==> config.mk <==
export PLATFORM = sky130hd
export DESIGN_NAME = store_buffer
export DESIGN_NICKNAME = d
export VERILOG_FILES = /design/src/rtl/rv32i_pkg.sv /design/src/rtl/sb_match.sv /design/src/rtl/store_buffer.sv
export SDC_FILE = /design/constraint.sdc
export NUM_CORES = 1
export LEC_CHECK = 0
export CAP_MARGIN = 40
export CORE_MARGIN = 1
export CORE_UTILIZATION = 55
export CTS_CLUSTER_SIZE = 8
export DETAILED_ROUTE_END_ITERATION = 8
export GPL_TIMING_DRIVEN = 0
export MAX_ROUTING_LAYER = met4
export PLACE_DENSITY = 0.84
export SYNTH_ARGS = -nofsm -noshare
export SYNTH_HDL_FRONTEND = slang
export SYNTH_SLANG_ARGS = --single-unit
==> constraint.sdc <==
create_clock -name clk -period 14.8 [get_ports clk]
set_clock_uncertainty 0.15 [all_clocks]
set_input_delay 2.96 -clock clk [delete_from_list [all_inputs] [get_ports clk]]
set_output_delay 2.96 -clock clk [all_outputs]
set_load 0.02 [all_outputs]
==> src/rtl/rv32i_pkg.sv <==
// Shared RV32I definitions: data-memory size codes and the store-buffer entry.
package rv32i_pkg;

    // DMCtrl size encodings seen by the data memory port.
    localparam logic [2:0] DM_SB = 3'b000;
    localparam logic [2:0] DM_SH = 3'b001;
    localparam logic [2:0] DM_SW = 3'b010;

    // Widest address an entry can hold; narrower AW values use the low bits.
    localparam int unsigned SB_ADDR_MAX = 32;

    // One buffered store, kept exactly as presented by the MEM stage.
    typedef struct packed {
        logic [SB_ADDR_MAX-1:0] addr;
        logic [31:0]            data;
        logic [2:0]             ctrl;
    } sb_entry_t;

    // True for the three size codes a store may carry.
    function automatic logic dm_size_valid(input logic [2:0] ctrl);
        return (ctrl == DM_SB) || (ctrl == DM_SH) || (ctrl == DM_SW);
    endfunction

endpackage

==> src/rtl/sb_match.sv <==
// Word-address match across the buffered stores with youngest-match priority.
// Slots are visited oldest to youngest starting at head, so the last hit wins.
module sb_match
    import rv32i_pkg::*;
#(
    parameter int unsigned DEPTH = 4,
    parameter int unsigned AW    = 32,
    localparam int unsigned PW   = $clog2(DEPTH),
    localparam int unsigned CW   = PW + 1
) (
    input  logic                         lookup_en,
    input  logic [AW-3:0]                ld_word,
    input  logic [PW-1:0]                head,
    input  logic [CW-1:0]                count,
    input  logic [DEPTH-1:0][AW-3:0]     ent_word,
    input  logic [DEPTH-1:0][31:0]       ent_data,
    input  logic [DEPTH-1:0][2:0]        ent_ctrl,
    output logic                         fwd_hit,
    output logic [31:0]                  fwd_word,
    output logic                         ld_stall
);

    logic          any_hit;
    logic [PW-1:0] sel;
    logic [PW-1:0] slot;
    logic          sel_is_word;

    // Scan live entries in age order; keep the youngest matching slot.
    always_comb begin
        any_hit = 1'b0;
        sel     = '0;
        slot    = '0;
        for (int unsigned i = 0; i < DEPTH; i++) begin
            slot = head + PW'(i);
            if ((CW'(i) < count) && (ent_word[slot] == ld_word)) begin
                any_hit = 1'b1;
                sel     = slot;
            end
        end
    end

    // A full-word youngest match forwards; a partial one must wait for drain.
    always_comb begin
        sel_is_word = (ent_ctrl[sel] == DM_SW);
        fwd_hit     = lookup_en & any_hit & sel_is_word;
        ld_stall    = lookup_en & any_hit & ~sel_is_word;
        fwd_word    = fwd_hit ? ent_data[sel] : 32'h0;
    end

endmodule

==> src/rtl/store_buffer.sv <==
// Circular store buffer between the MEM stage and the data memory port.
// Stores drain in order whenever the port is free; loads snoop for forwarding.
module store_buffer
    import rv32i_pkg::*;
#(
    parameter int unsigned DEPTH = 4,
    parameter int unsigned AW    = 32
) (
    input  logic          clk,
    input  logic          rst,
    input  logic          st_valid,
    input  logic [AW-1:0] st_addr,
    input  logic [31:0]   st_data,
    input  logic [2:0]    st_ctrl,
    output logic          st_ready,
    input  logic          ld_valid,
    input  logic [AW-1:0] ld_addr,
    output logic          fwd_hit,
    output logic [31:0]   fwd_word,
    output logic          ld_stall,
    input  logic          mem_busy,
    output logic          dm_wr,
    output logic [2:0]    dm_ctrl,
    output logic [AW-1:0] dm_addr,
    output logic [31:0]   dm_data,
    output logic          empty
);

    localparam int unsigned PW = $clog2(DEPTH);
    localparam int unsigned CW = PW + 1;

    sb_entry_t         mem_q [DEPTH];
    logic [PW-1:0]     head_q, head_d;
    logic [PW-1:0]     tail_q, tail_d;
    logic [CW-1:0]     count_q, count_d;

    logic              full;
    logic              nonempty;
    logic              push;
    logic              pop;
    sb_entry_t         head_ent;

    logic [DEPTH-1:0][AW-3:0] ent_word;
    logic [DEPTH-1:0][31:0]   ent_data;
    logic [DEPTH-1:0][2:0]    ent_ctrl;

    // Byte offset does not matter for a word-granular match.
    logic              unused_ld_offset;
    assign unused_ld_offset = ^ld_addr[1:0];

    // Handshake and drain decisions; reset masks every request.
    always_comb begin
        full     = (count_q == CW'(DEPTH));
        nonempty = (count_q != '0);
        st_ready = rst | ~full;
        push     = ~rst & st_valid & ~full & dm_size_valid(st_ctrl);
        pop      = ~rst & nonempty & ~mem_busy;
        empty    = rst | ~nonempty;
        dm_wr    = pop;
    end

    // Data memory port is driven straight from the head entry.
    always_comb begin
        head_ent = mem_q[head_q];
        if (nonempty) begin
            dm_ctrl = head_ent.ctrl;
            dm_addr = head_ent.addr[AW-1:0];
            dm_data = head_ent.data;
        end else begin
            dm_ctrl = 3'b000;
            dm_addr = '0;
            dm_data = 32'h0;
        end
    end

    // Pointer and occupancy next state; pointers wrap naturally at DEPTH.
    always_comb begin
        head_d  = head_q + PW'(pop);
        tail_d  = tail_q + PW'(push);
        count_d = count_q + CW'(push) - CW'(pop);
    end

    // Pointer and occupancy registers.
    always_ff @(posedge clk) begin
        if (rst) begin
            head_q  <= '0;
            tail_q  <= '0;
            count_q <= '0;
        end else begin
            head_q  <= head_d;
            tail_q  <= tail_d;
            count_q <= count_d;
        end
    end

    // Entry storage; contents are only meaningful below count, so no reset.
    always_ff @(posedge clk) begin
        if (push) begin
            mem_q[tail_q] <= '{addr: SB_ADDR_MAX'(st_addr), data: st_data, ctrl: st_ctrl};
        end
    end

    // Flatten entries into per-field vectors for the matcher.
    always_comb begin
        for (int unsigned i = 0; i < DEPTH; i++) begin
            ent_word[i] = mem_q[i].addr[AW-1:2];
            ent_data[i] = mem_q[i].data;
            ent_ctrl[i] = mem_q[i].ctrl;
        end
    end

    sb_match #(
        .DEPTH (DEPTH),
        .AW    (AW)
    ) u_match (
        .lookup_en (ld_valid & ~rst),
        .ld_word   (ld_addr[AW-1:2]),
        .head      (head_q),
        .count     (count_q),
        .ent_word  (ent_word),
        .ent_data  (ent_data),
        .ent_ctrl  (ent_ctrl),
        .fwd_hit   (fwd_hit),
        .fwd_word  (fwd_word),
        .ld_stall  (ld_stall)
    );

endmodule
# Word-level counts from Yosys, hierarchy flattened
# Memory sizes are Yosys's and may differ from the RTL's. A register that Yosys moved wholly into a read port is not among the register bits.
# Index checks and enable logic that the tools add are counted.
[word_totals]
in_bits = 104
mem_count = 1
output_inout_bits = 104
register_bits = 7
mem_bits_rw = 268
word_cells = 79
[op_classes]
n_reduce_logical = 8
muxes = 27
n_eq_ne = 8
add_sub_neg = 7
magnitude_cmp = 9
bitwise_logic = 16
[mem_list]
columns = ["memory", "depth", "width", "read_ports", "rd_clocked_by_memory_dff", "write_ports", "line", "source"]
rows = [
  ["mem_q", 4, 67, 5, 1, 1, "store_buffer.sv:32", "sb_entry_t mem_q [DEPTH];"],
]
[ops]
columns = ["operator", "count"]
rows = [
  ["$bmux 30 s2", 4],
  ["$mux 32", 4],
  ["$eq 30x30->1", 4],
  ["$mux 30", 4],
  ["$bmux 32 s2", 1],
  ["$lt 2x3->1 const B", 5],
  ["$mux 2", 5],
  ["$and 1x1->1", 9],
  ["$bmux 3 s2", 1],
  ["$eq 3x2->1 const B", 2],
  ["$lt 1x3->1 const A", 2],
  ["$lt 2x3->1 const A", 2],
  ["$mux 1", 6],
  ["$mux 3", 2],
  ["$not 1->1", 5],
  ["$add 2x1->2", 2],
  ["$add 2x2->2 const B", 2],
  ["$logic_and 1x1->1", 4],
  ["$add 3x1->3", 1],
  ["$eq 3x1->1 const B", 1],
  ["$eq 3x3->1 const B", 1],
  ["$logic_not 3->1", 1],
  ["$reduce_bool 3->1", 1],
  ["$sub 3x1->3", 1],
  ["other kinds (3)", 5],
]

# Depth between registers and ports, before layout
# Gate-level depths: netlist (run 1).
[depth]
word_depth = 13
ltp_mapped = 17
mapped_depth_nobuf = 12

# By module
# A second synthesis (run 1) with hierarchy kept.
[unflattened]
hier_cells = 1344
area_unflattened_um2 = 18657.9
[modules_own_cells]
columns = ["mod", "cells_per_inst", "seq_area_each_um2", "area_per_inst_um2", "n_inst"]
rows = [
  ["store_buffer", 471, 8187.9, 10570.1, 1],
  ["sb_match", 873, 0.0, 8087.8, 1],
]

# Worst setup path after synthesis (run 1)
# Ideal clock, no wire load.
[synth_timing]
kind = "input port to output port"
from = "in ld_addr[6]"
to = "out fwd_word[0]"
arrival_time_ns = 6.259
slack_ns = 5.431
required_ns = 11.690
path_buffers = 2
path_stages = 11
path_cell_list = "clkbuf_1 -> xnor2_1 -> or3_1 -> o22a_1 -> or4_1 -> or4_4 -> nand2_1 -> o21ai_2 -> or4_1 -> buf_2 -> o32ai_1"
[synth_between]
elab_chain_cells = 11
word_cells_on_any_way = 24
cone_classes = "eq/ne: 5; mux: 13; bitwise: 2; reduce/logical: 4"
[synth_lines]
columns = ["item", "line", "source"]
rows = [
  ["from (decl)", "store_buffer.sv:17", "input logic [AW-1:0] ld_addr,"],
  ["$eq 30x30->1", "sb_match.sv:35", "if ((CW'(i) < count) && (ent_word[slot] == ld_word)) begin"],
  ["$logic_and 1x1->1", "sb_match.sv:35", ""],
  ["$mux 2 (4 in a row)", "sb_match.sv:35", ""],
  ["$bmux 3 s2", "sb_match.sv:44", "sel_is_word = (ent_ctrl[sel] == DM_SW);"],
  ["$mux 3 (implied by the code)", "sb_match.sv:44", ""],
  ["$eq 3x2->1", "sb_match.sv:44", ""],
  ["$and 1x1->1", "sb_match.sv:45", "fwd_hit = lookup_en & any_hit & sel_is_word;"],
  ["$mux 32 (*)", "sb_match.sv:47", "fwd_word = fwd_hit ? ent_data[sel] : 32'h0;"],
  ["to (decl)", "store_buffer.sv:19", "output logic [31:0] fwd_word,"],
]
# Every way passes the cells marked *; elsewhere a longest branch is shown, timed or not. The select of a mux whose other input is x is not followed.

# Final worst setup path (run 1)
[layout_timing]
from = "in ld_addr[27]"
to = "out fwd_word[31]"
# The elaborated chain is that of the path after synthesis.

==> results of run 1 <==
[Yosys cell counts (3+ instances only)]
| library cell | number | area (um^2) |
|---|---|---|
| o32ai_2 | 23 | 374 |
| dfxtp_1 | 7 | 140 |
| inv_1 | 9 | 33.8 |
| and3_1 | 6 | 37.5 |
| buf_6 | 6 | 67.6 |
| nand4_1 | 20 | 125 |
| xor2_1 | 26 | 228 |
| o221ai_1 | 102 | 893 |
| buf_4 | 5 | 37.5 |
| nor2_1 | 45 | 169 |
| a221oi_1 | 6 | 52.6 |
| a2bb2oi_1 | 3 | 26.3 |
| nor3_1 | 10 | 50.1 |
| a22oi_1 | 4 | 30.0 |
| nor3b_1 | 3 | 22.5 |
| mux2i_1 | 141 | 1410 |
| nand2_1 | 29 | 109 |
| nor4b_1 | 3 | 26.3 |
| o22ai_1 | 39 | 244 |
| buf_1 | 21 | 78.8 |
| edfxtp_1 | 268 | 8050 |
| a22o_1 | 38 | 333 |
| nor4_1 | 9 | 56.3 |
| and2_1 | 17 | 106 |
| ha_1 | 6 | 75.1 |
| buf_2 | 16 | 80.1 |
| a211oi_1 | 47 | 353 |
| nor2b_1 | 75 | 469 |
| o21a_1 | 27 | 203 |
| mux2_2 | 23 | 259 |
| a2111oi_0 | 3 | 26.3 |
| a31oi_1 | 7 | 43.8 |
| xnor2_1 | 85 | 744 |
| clkbuf_1 | 86 | 323 |
| a21oi_1 | 16 | 80.1 |
| o21ai_0 | 12 | 60.1 |
| nand2b_1 | 5 | 31.3 |
| nand3_1 | 4 | 20.0 |
| o32ai_1 | 5 | 43.8 |
| mux4_2 | 71 | 1600 |
[state kept, by name (all words and copies together), names as in the netlist]
signal / cells
mem_q: 268
tail_q: 2
count_q: 3
head_q: 2
[worst max-delay path, cell delays in order]
cell	delay [ns]
clkdlybuf4s50_1	0.48
clkbuf_1	0.56
nor2_1	0.11
nor3_1	0.48
nand4_1	0.14
a2111oi_0	0.55
nand4_1	0.34
o21ai_1	0.33
clkbuf_1	0.51
buf_1	0.62
o22ai_1	0.17
o21a_1	0.21
o32ai_1	0.49
clkdlybuf4s50_1	0.71
[power by group through the flow]
stage / Sequential [mW] / Clock (mW) / Combinational [mW]
4_1_cts: 0.882 / 0.852 / 0.965
5_1_grt: 0.884 / 0.883 / 1.02
3_5_place_dp: 0.897 / 0 / 0.959
3_3_place_gp: 0.900 / 0 / 0.939
6_report: 0.883 / 0.855 / 0.985
2_1_floorplan: 0.895 / 0 / 0.549
[layer usage]
layer / vias up / GRT usage, % / part of all wire, %
met4: 0 / 13.9 / 4.0
li1: 6066 / - / -
met1: 7274 / 52.7 / 39
met3: 218 / 8.14 / 13
met5: - / - / 0
met2: 1324 / 56.6 / 44
[worst max-delay path by stage]
stage	start	end	slack, ns	depth (start not counted)
detailed placement	ld_addr[27]	fwd_word[31]	3.36	14
global placement	rst	mem_q[1][8]	0.64	5
floorplan	ld_addr[6]	fwd_word[0]	5.43	11
finish	ld_addr[27]	fwd_word[31]	3.01	14
global route	ld_addr[27]	fwd_word[31]	3.00	14
CTS	ld_addr[27]	fwd_word[31]	3.32	14
[layout make-up]
cell class / count / area [um^2] / share of cell area [%]
flip-flops and latches: 275 / 8190 / 38.5
repair buffers: 211 / 2170 / 10.2
clock inverters: 2 / 46.3 / 0.218
diodes: 4 / 10.0 / 0.0471
well taps: 396 / 495 / 2.33
clock buffers: 55 / 1100 / 5.17
multi-input cells: 943 / 8630 / 40.6
inverters: 11 / 41.3 / 0.194
plain buffers: 134 / 587 / 2.76
[logic make-up (layout without fill, tap and decap cells)]
logic type | Yosys count | in the layout | synth area share (%)
buffers and inverters | 145 | 413 | 3.60
adder cells (fa/ha/maj) | 7 | 7 | 0.546
XOR/XNOR | 111 | 111 | 5.58
multiplexers | 235 | 235 | 18.8
AND/OR/NAND/NOR | 243 | 243 | 7.93
flip-flops | 275 | 275 | 47.0
AO/OA/AOI/OAI | 347 | 347 | 16.6
other | 0 | 4 | 0
[through the flow]
step,hold slack [ns],instances,area (um^2),utilization [%],worst slack (ns)
2_1_floorplan,0.379,1363,17400,-,5.43
6_report,0.467,2031,21300,68.8,3.01
4_1_cts,0.456,2027,21300,68.8,3.32
3_3_place_gp,0.393,1945,19800,64.0,0.637
5_1_grt,0.472,2031,21300,68.8,3.00
3_5_place_dp,0.439,1970,20100,65.1,3.36
==> results_dict.tcl, run 1 <==
set metrics [dict create \
    wl_per_cell_um 30.2 \
    cts_tree "done" \
    synthCells 1363 \
    worst_ep_arrival_time_ns 8.68 \
    clkPwrFrac_pct 31.4 \
    critical_path.max_fanout 10 \
    maxCapViolCount 0 \
    timing_hold_violations_final 0 \
    drt_iter0_drc 2259 \
    place_congestion 1.03 \
    hp-start "tail_q[1]" \
    syn_area_um2 17400 \
    num_vias 14900 \
    yosysWarnings 0 \
    min_to "tail_q[1]" \
    avgViaCountPerCell 7.33 \
    finalPower_mw 2.72 \
    hold_path_class "register to register" \
    synth_nets 1474 \
    whs_path_depth 2 \
    synth-main-ff-cell "edfxtp_1" \
    status "complete, no violations" \
    wl_um 61300 \
    r2r_slack_ns 10.39 \
    synthArstFlopShare_pct 0 \
    max_freq_mhz 84.8 \
    power.density_nw_per_um2 128 \
    cts-root-buf "clkbuf_16" \
    tightest_slew_ns 0.946 \
    synthDistinctLibCells 66 \
    layout_commonest_cell "edfxtp_1" \
    dp_hpwl_um 44000 \
    cts_buffers 40 \
    r2r_start "head_q[1]" \
    num_io_pins 208 \
    final_max_slew_viol_count 0 \
    areaGrowthSynthToFinish_pct 22.1 \
    required_ns 11.69 \
    cp-end-kind "output pin" \
    grt_use_total_pct 38.5 \
    initial_core_util_pct 56.4 \
    finalSetupTns_ns 0 \
    clkLatencyLatePin_ns 0.53 \
    drtAntennaViolNets 0 \
    overflow 0 \
    cts-resized-gates 0 \
    synth_area_per_cell_um2 12.8 \
    die_area_um2 32400 \
    comb_power_share_pct 36.2 \
    die_y_um 180 \
    nNetsFinal 1727 \
    intPower_mw 1.80 \
    period_needed_ns 11.79 \
    htreeDepth 2 \
    coreArea_um2 30900 \
    switching_share_pct 34.0 \
    synth-seq-cells 275 \
    n_fill_cell 2129 \
    clock_path_buffers 3 \
    worst_r2r_path_depth 9 \
    grt_setup_unrepaired "false" \
    synth-edff-count 268 \
    crit_type "input pin to output pin" \
    antenna_found_initial 4 \
    rr_endpoint "head_q[1]" \
    p_seq_share_pct 32.4 \
    p_sw_mw 0.925 \
    final_cell_mix "edfxtp_1, clkdlybuf4s50_1, mux2i_1" \
    drc 0 \
    drtPass1Iterations 8 \
    drive_gt1_share_pct 13.9 \
    period_share_pct 79.7 \
    grt_pass1_vias 14300 \
    io_buffers 186 \
    grt_max_degree 51 \
    cts.sinks 275 \
    setup_viol 0 \
    post_cts_buffers 0 \
    grt_first_pass_wirelength_um 90500 \
    yosysSeqAreaShare_pct 47.0 \
    path_clk_slew_ns 0.05 \
    fp-row-count 64 \
    die_w_um 180 \
    ir_worst_vdd_mv 0.108 \
    start_kind "input pin" \
    holdBufCountCts 0 \
    slew_headroom_pct 36.9 \
    leakage_nw 6.52 \
]
No activity file was read; power rests on OpenSTA's default activity.
==> run 2: changes to the inputs <==
CORE_UTILIZATION = 52   (was 55)
PLACE_DENSITY = 0.83   (was 0.84)
clock period = 9.7 ns   (was 14.8 ns; I/O delays follow)
==> run 2 against run 1 <==
  * Clock-buffer cell count fell by 6
  * Worst setup slack got worse by 2.8 ns
  * Clock power grew 45%
  * Core utilization down 3.9 points
  * First-iteration DRC count grew 1.3%
  * Hold slack worse by 0.0037 ns
  * Die area is 5.7% higher
  * Sequential share of layout area hardly changed
  * Routed wire length up 0.78%
==> results_dict.tcl, run 2 (same netlist as run 1, synthesis figures left out) <==
set metrics [dict create \
    reg.largest.list "mem_q: 268 flops, count_q: 3 flops" \
    fp-row-count 66 \
    cp-end-kind "output pin" \
    start_kind "input pin" \
    holdBufCountCts 0 \
    hold_path_class "register to register" \
    period_needed_ns 9.54 \
    die_area_um2 34200 \
    grt_pass1_vias 14600 \
    ir_worst_vdd_mv 0.144 \
    num_vias 14900 \
    clkLatencyLatePin_ns 0.52 \
    power.density_nw_per_um2 193 \
    path_clk_slew_ns 0.05 \
    clock_path_buffers 3 \
    cts_buffers 40 \
    antenna_found_initial 5 \
    io_buffers 186 \
    crit_type "input pin to output pin" \
    drtPass1Iterations 6 \
    critical_path.max_fanout 10 \
    maxCapViolCount 0 \
    cts_tree "done" \
    drive_gt1_share_pct 14.0 \
    setup_viol 0 \
    die_w_um 185 \
    areaGrowthSynthToFinish_pct 22.1 \
    overflow 0 \
    regMostFlops "mem_q" \
    coreArea_um2 32800 \
    largest_reg_flops 268 \
    final_cell_mix "edfxtp_1, clkdlybuf4s50_1, mux2i_1" \
    routed.top_layer "met4" \
    grt_first_pass_wirelength_um 91000 \
    status "complete, no violations" \
    wl_met1_um 23500 \
    leakage_nw 6.50 \
    tightest_slew_ns 1.00 \
    met3_length_um 7830 \
    dr_wl_met2_um 27500 \
    dp_hpwl_um 44900 \
    cts-root-buf "clkbuf_16" \
    slew_headroom_pct 33.4 \
    initial_core_util_pct 53.1 \
    dp.cells 2017 \
    die_y_um 185 \
    fin_cells 2074 \
    num_io_pins 208 \
    grt_use_total_pct 37.4 \
    required_ns 7.61 \
    wl_um 61800 \
    post_cts_buffers 0 \
    final_max_slew_viol_count 0 \
    max_freq_mhz 105 \
    drtAntennaViolNets 0 \
    cts-resized-gates 0 \
    period_share_pct 98.3 \
    htreeDepth 2 \
    nNetsFinal 1728 \
    grt_max_degree 45 \
    place_congestion 1.01 \
    worst_ep_arrival_time_ns 7.45 \
    layout_commonest_cell "edfxtp_1" \
    cts.sinks 275 \
    timing_hold_violations_final 0 \
    finalPower_mw 4.10 \
    avgViaCountPerCell 7.21 \
    drc 0 \
    drt_iter0_drc 2289 \
    wl_per_cell_um 29.8 \
]
-- run 2: where the power goes --
part	internal (mW)	switching, mW
sequential	1.33	0.0171
combinational	0.611	0.901
clock	0.753	0.489
-- run 2: path summary, 6_finish.rpt --
kind	start	to	slack, ns	cells past startpoint
worst max-delay path	ld_addr[27]	fwd_word[31]	0.16	14
worst min-delay path	head_q[0]	head_q[0]	0.46	2
worst max register to register	head_q[1]	head_q[1]	5.49	9
worst min register to register	head_q[0]	head_q[0]	0.46	2
-- run 2: layout make-up --
type                    count  area [um^2]
well taps                 442          553
plain buffers             134          588
fillers                  2415        11500
flip-flops and latches    275         8190
diodes                      5         12.5
clock buffers              49         1060
repair buffers            212         2170
multi-input cells         943         8630
inverters                  11         41.3
clock inverters             3         27.5
-- run 2: worst max-delay path: stages --
cell	delay, ns
clkdlybuf4s50_1	0.50
clkbuf_1	0.54
nor2_1	0.12
nor3_1	0.35
nand4_1	0.12
a2111oi_0	0.65
nand4_1	0.32
o21ai_1	0.33
clkbuf_1	0.47
buf_1	0.53
o221ai_1	0.24
a22o_1	0.30
o32ai_1	0.30
clkdlybuf4s50_1	0.72
-- run 2: routing by layer --
metal	track usage (%)	vias up
li1	-	6062
met4	15.9	0
met1	50.5	7350
met2	55.2	1242
met5	-	-
met3	7.22	291
-- run 2: per-stage QoR --
stage / instance area [um^2] / setup WS (ns) / util (%) / hold slack (ns) / TNS [ns]
after floorplan: 17400 / 1.43 / - / 0.379 / 0
after global placement: 19800 / -3.63 / 60.5 / 0.393 / -428.69
after detailed placement: 20200 / 0.353 / 61.5 / 0.449 / 0
after CTS: 21300 / 0.356 / 64.8 / 0.467 / 0
after global routing: 21300 / -0.000194 / 64.9 / 0.491 / -0.000194
final: 21300 / 0.165 / 64.9 / 0.463 / 0
